File: src/rtl/pixel_stream_pkg.sv
// Shared definitions for the binary-image streaming stages: default widths,
// coordinate type and frame-state encoding.
package pixel_stream_pkg;

  localparam int DEF_WORD_W  = 16;
  localparam int DEF_COORD_W = 16;

  typedef logic [DEF_COORD_W-1:0] coord_t;

  typedef enum logic {
    IDLE = 1'b0,
    RUN  = 1'b1
  } frame_state_t;

endpackage

File: src/rtl/frame_coord_counter.sv
// Raster x/y counter: advances one pixel per 'advance', wraps x at width-1,
// and flags the last pixel of the frame. Shared with the corner stage.
module frame_coord_counter
  import pixel_stream_pkg::*;
#(
  parameter int COORD_W = DEF_COORD_W
) (
  input  logic               clock,
  input  logic               reset_n,
  input  logic               clear,
  input  logic               advance,
  input  logic [COORD_W-1:0] width,
  input  logic [COORD_W-1:0] height,
  output logic [COORD_W-1:0] x,
  output logic [COORD_W-1:0] y,
  output logic               last
);

  logic row_last;

  assign row_last = (x == width - COORD_W'(1));
  assign last     = row_last && (y == height - COORD_W'(1));

  always_ff @(posedge clock) begin
    if (!reset_n || clear) begin
      x <= '0;
      y <= '0;
    end else if (advance) begin
      if (row_last) begin
        x <= '0;
        y <= y + COORD_W'(1);
      end else begin
        x <= x + COORD_W'(1);
      end
    end
  end

endmodule

File: src/rtl/pixel_serializer.sv
// Unpacks WORD_W-pixel words into a one-pixel-per-clock tagged raster stream.
// Optional frame markers out_sof/out_eof exist when PIXEL_SERIALIZER_MARKERS_EN is defined.
module pixel_serializer
  import pixel_stream_pkg::*;
#(
  parameter int WORD_W  = DEF_WORD_W,
  parameter int COORD_W = DEF_COORD_W
) (
  input  logic               clock,
  input  logic               reset_n,
  input  logic [COORD_W-1:0] width,
  input  logic [COORD_W-1:0] height,
  input  logic               in_write,
  input  logic [WORD_W-1:0]  in_data,
  output logic               in_ready,
  output logic               out_write,
  output logic               out_pixel,
  output logic [COORD_W-1:0] out_x,
  output logic [COORD_W-1:0] out_y
`ifdef PIXEL_SERIALIZER_MARKERS_EN
  ,
  output logic               out_sof,
  output logic               out_eof
`endif
);

  localparam int CNT_W = $clog2(WORD_W) + 1;

  frame_state_t       state;
  logic [WORD_W-1:0]  sh;
  logic [WORD_W-1:0]  hold;
  logic               hold_v;
  logic [CNT_W-1:0]   cnt;
  logic [COORD_W-1:0] w_lat;
  logic [COORD_W-1:0] h_lat;
  logic [COORD_W-1:0] x;
  logic [COORD_W-1:0] y;
  logic               last;
  logic               accept;
  logic               emit;
  logic               frame_end;
  logic               start;
  logic               empties;

  assign in_ready  = !hold_v;
  assign accept    = in_write && in_ready;
  assign emit      = (state == RUN) && (cnt != '0);
  assign frame_end = emit && last;
  // A zero dimension keeps the block idle; words pile up in hold only.
  assign start     = (state == IDLE) && (width != '0) && (height != '0) && (hold_v || accept);
  assign empties   = (cnt == '0) || (emit && cnt == CNT_W'(1));

  frame_coord_counter #(
    .COORD_W(COORD_W)
  ) u_coord (
    .clock  (clock),
    .reset_n(reset_n),
    .clear  (start || frame_end),
    .advance(emit),
    .width  (w_lat),
    .height (h_lat),
    .x      (x),
    .y      (y),
    .last   (last)
  );

  always_ff @(posedge clock) begin
    if (!reset_n) begin
      state     <= IDLE;
      sh        <= '0;
      hold      <= '0;
      hold_v    <= 1'b0;
      cnt       <= '0;
      w_lat     <= '0;
      h_lat     <= '0;
      out_write <= 1'b0;
      out_pixel <= 1'b0;
      out_x     <= '0;
      out_y     <= '0;
    end else begin
      out_write <= emit;
      out_pixel <= emit ? sh[0] : 1'b0;
      out_x     <= x;
      out_y     <= y;

      case (state)
        IDLE: begin
          if (start) begin
            state <= RUN;
            w_lat <= width;
            h_lat <= height;
            cnt   <= CNT_W'(WORD_W);
            if (hold_v) begin
              sh     <= hold;
              hold_v <= 1'b0;
            end else begin
              sh <= in_data;
            end
          end else if (accept) begin
            hold   <= in_data;
            hold_v <= 1'b1;
          end
        end

        RUN: begin
          if (frame_end) begin
            // Residue bits are dropped; the next frame begins on a fresh word.
            state <= IDLE;
            cnt   <= '0;
            if (accept) begin
              hold   <= in_data;
              hold_v <= 1'b1;
            end
          end else if (empties) begin
            if (hold_v) begin
              sh     <= hold;
              cnt    <= CNT_W'(WORD_W);
              hold_v <= 1'b0;
            end else if (accept) begin
              sh  <= in_data;
              cnt <= CNT_W'(WORD_W);
            end else if (emit) begin
              sh  <= sh >> 1;
              cnt <= cnt - CNT_W'(1);
            end
          end else begin
            sh  <= sh >> 1;
            cnt <= cnt - CNT_W'(1);
            if (accept) begin
              hold   <= in_data;
              hold_v <= 1'b1;
            end
          end
        end

        default: state <= IDLE;
      endcase
    end
  end

`ifdef PIXEL_SERIALIZER_MARKERS_EN
  always_ff @(posedge clock) begin
    if (!reset_n) begin
      out_sof <= 1'b0;
      out_eof <= 1'b0;
    end else begin
      out_sof <= emit && (x == '0) && (y == '0);
      out_eof <= frame_end;
    end
  end
`endif

endmodule

File: config.mk
export PLATFORM = sky130hd
export DESIGN_NAME = pixel_serializer
export DESIGN_NICKNAME = d
export VERILOG_FILES = /design/src/rtl/pixel_stream_pkg.sv /design/src/rtl/frame_coord_counter.sv /design/src/rtl/pixel_serializer.sv
export SDC_FILE = /design/constraint.sdc
export NUM_CORES = 1
export LEC_CHECK = 0
export CAP_MARGIN = 20
export CORE_MARGIN = 1
export CORE_UTILIZATION = 45
export CTS_BUF_LIST = sky130_fd_sc_hd__clkbuf_4
export DETAILED_ROUTE_END_ITERATION = 8
export PLACE_DENSITY = 0.69
export SLEW_MARGIN = 20
export SYNTH_ARGS = -nofsm -noshare
export SYNTH_HDL_FRONTEND = slang
export SYNTH_SLANG_ARGS = --single-unit
File: constraint.sdc
create_clock -name clock -period 3.5 [get_ports clock]
set_clock_uncertainty 0.2 [all_clocks]
set_input_delay 0.7 -clock clock [delete_from_list [all_inputs] [get_ports clock]]
set_output_delay 0.7 -clock clock [all_outputs]
set_load 0.02 [all_outputs]
==> impl_results.md <==
- Status: finished, final reports clean
- Register area share after synthesis: 41.4%
- Yosys warning total: 0
- Leakage: 0.00304 uW
- Met1 Track Usage GR: between 20% and 30%
- Clock buffer count from CTS: 17
- Cts-stage hold buffer count: 0
- Gr busiest metal: met2
- Row count: 43
- Nets: 897
- Power Density: between 400 and 500 nW/um2
- Final Setup Violations: 0
- Largest net degree at the start of global routing: 63
- Initial DRT Pass Iterations: 5
- CP Launch Type: register
- Worst EP arrival: 3.60 ns
- Crit-path max FO: 16
- Routing usage on met2: 34.4%
- Via count: 5608
- Final TNS setup: 0 ns
- WHS: 0.262 ns
- Initial antenna violation count: 0
- Antenna fix cells: 0
- Placed cells: between 1000 and 1500
- Grt total ovfl: 0
- Die area: 15200 um2
- Max-Cap Viols: 0
- CTS tree: done
- Synthesized area: 6630 um2
- Setup Buffers After CTS: 0
- Slew @ Worst Pin: 1.03 ns
- Flops & latches, synth: 137
- Minimum clock period: 3.32 ns
- Fillers: 1286
- Clock Tree Buf Depth: 2
- Num Clock Sinks: 137
- Syn_area_per_cell: ~8.7 um2
- Gpl congestion: 0.887
- Hold/Removal Path Class: register to register
- Hpwl dp: between 10000 and 15000 um
- Worst-path clk slew: between 0.1 and 0.15 ns
- Worst VDD drop: 0.226 mV
- Achievable Freq: between 0.3 and 0.4 GHz
- Slew HR: 31.4%
- Total track usage: 21.8%
- Vias per cell: 5.43
- Root buf cell: clkbuf_4
- Wire length of the first global-routing pass: about 26000 um
- IO Count: 86
- Crit share post-route: 94.9%
- Residual DRC count: 0
- Routed Antenna Nets: 0
- Max-slew violations: 0
- Most common flop cell mapped by yosys: dfxtp_1
- Die Width: between 100 and 150 um
- Async S/R FF share, synth: 0%
- Vias in the first global route: 5272
- Req. time, crit path: 3.78 ns
- H-tree level count: 4
- Routed len/inst: 14.8 um
- Non-Filler Instances: approximately 1000
- Worst setup EP type: register
- Syn nets: 818
- Final hold viol count: 0
- Setup WS post-layout: 0.180 ns
- # port buffers: 85
- Post-synth EDFFs: 0
- DRT iter0 DRCs: 359
- Gate Count Post-Synth: 761
- Place WS: 0.162 ns
- Setup CP Type: register to register
- Total wire length after detailed routing: ~15000 um
- Starting Density: 46.9%
- Fraction of layout cells with a size suffix above 1: 8.68%
- Routing usage on met3: 5.07%
- Die height: 123 um
- RSZ-0062 raised after global routing: false
- Synth cell types: 57
- Worst-skew pair later-pin latency: between 0.5 and 0.6 ns
- Layout overhead on the synthesized area: 20.6%
- Core footprint: around 14000 um2
==> sequential cells by signal, indices dropped and copies added (netlist names) <==
name and cells:
u_coord.x 16, h_lat 16, cnt 5, out_pixel 1
out_x 16, out_y 16, hold 16, state 1
out_write 1, u_coord.y 16, sh 16, w_lat 16
hold_v 1
==> critical path, cell delays in order (launching register included) <==
cell and delay (ns):
dfxtp_1 0.40, or4_4 0.59, or3_4 0.42, or4_1 0.48
a21oi_1 0.15, and4_1 0.24, nand4_4 0.18, a21oi_4 0.19
buf_12 0.18, mux2i_1 0.19
==> cell families (layout without fill, tap and decap cells) <==
family / Yosys count / in the layout / synth area share (%)
AOI/OAI and AO/OA: 95 / 95 / 9.28
xor gates and xnor gates: 66 / 66 / 8.72
adders and majority gates: 6 / 6 / 1.13
buffers and inverters: 65 / 157 / 4.09
DFF: 137 / 137 / 41.4
muxes: 70 / 70 / 10.6
and+or+nand+nor: 322 / 322 / 24.8
==> per-layer routing <==
metal / share of wire [%] / wire length [um]
met3: 4.6 / 702
met1: 47 / 7170
met4: 2.2 / 342
met2: 46 / 7070
met5: 0 / 0
==> area by class of cell <==
| class | count | area, um2 | area share [%] |
|---|---|---|---|
| inverter | 16 | 60.1 | 0.751 |
| clock inverter | 14 | 155 | 1.94 |
| timing repair buffer | 109 | 1040 | 13.0 |
| multi-input combinational | 559 | 3640 | 45.5 |
| clock buffer | 18 | 135 | 1.69 |
| tap | 180 | 225 | 2.82 |
| sequential | 137 | 2740 | 34.3 |
==> path summary, 6_finish.rpt <==
path / from / end / slack (ns) / cells past startpoint
min: hold[7]$_SDFFE_PN0P_ / hold[7]$_SDFFE_PN0P_ / 0.26 / 2
max reg2reg: h_lat[2]$_SDFFE_PN0P_ / hold[12]$_SDFFE_PN0P_ / 0.18 / 9
min reg2reg: hold[7]$_SDFFE_PN0P_ / hold[7]$_SDFFE_PN0P_ / 0.26 / 2
max: h_lat[2]$_SDFFE_PN0P_ / hold[12]$_SDFFE_PN0P_ / 0.18 / 9
==> cell usage in the layout, fill, tap and decap left out, drive strengths merged, types with 3 or more instances in the layout <==
cell | netlist | final
a2111oi | 3 | 3
a211o | 3 | 3
a211oi | 3 | 3
a21oi | 32 | 32
and2 | 35 | 35
and3 | 10 | 10
buf | 10 | 25
bufinv | 0 | 3
clkbuf | 39 | 18
clkdlybuf4s50 | 0 | 84
clkinv | 0 | 7
clkinvlp | 0 | 3
dfxtp | 137 | 137
ha | 6 | 6
inv | 16 | 17
mux2i | 68 | 68
nand2 | 73 | 73
nand3 | 22 | 22
nand3b | 4 | 4
nand4 | 15 | 15
nor2 | 84 | 84
nor3 | 18 | 18
nor3b | 3 | 3
nor4 | 27 | 27
nor4b | 3 | 3
o2111ai | 15 | 15
o21ai | 24 | 24
o31ai | 4 | 4
or3 | 6 | 6
or4 | 9 | 9
xnor2 | 45 | 45
xor2 | 21 | 21
==> stage by stage <==
step                      util [%]  cell area, um2  power (uW)
final                         56.5            8000        3460
after global routing          56.5            8000        3660
after CTS                     56.4            7980        3480
after detailed placement      54.3            7690        2420
after global placement        54.3            7690        2400
after floorplan                  -            6630        2200
==> where the power goes <==
part / leakage [uW] / switching [uW] / total, uW / internal, uW
logic: 0.00177 / 367 / 681 / 314
clock network: 0.000155 / 575 / 1070 / 494
registers: 0.00111 / 73.4 / 1710 / 1640
total: 0.00304 / 1020 / 3460 / 2440
==> cells in the mapped netlist (4+ instances only) <==
library cell | n | area [um2]
nand2_1 | 73 | 274
or3_1 | 6 | 37.5
o2111ai_1 | 15 | 131
nor2_1 | 84 | 315
ha_1 | 6 | 75.1
inv_1 | 15 | 56.3
or4_1 | 8 | 60.1
and3_1 | 10 | 62.6
dfxtp_1 | 137 | 2740
buf_1 | 4 | 15.0
xor2_1 | 21 | 184
o21ai_0 | 16 | 80.1
nor3_1 | 18 | 90.1
mux2i_1 | 68 | 681
a21oi_1 | 31 | 155
nand3_1 | 22 | 110
and2_1 | 35 | 219
xnor2_1 | 45 | 394
nand3b_1 | 4 | 30.0
o31ai_1 | 4 | 30.0
o21ai_1 | 8 | 40.0
nor4_1 | 26 | 163
nand4_1 | 14 | 87.6
clkbuf_1 | 38 | 143
==> timing repair <==
item                                    CTS  global route
hold endpoints to repair                  0             0
endpoints found under the setup margin    0            42
gates resized for setup                   0             5
Power figures use the tool's default switching activity.
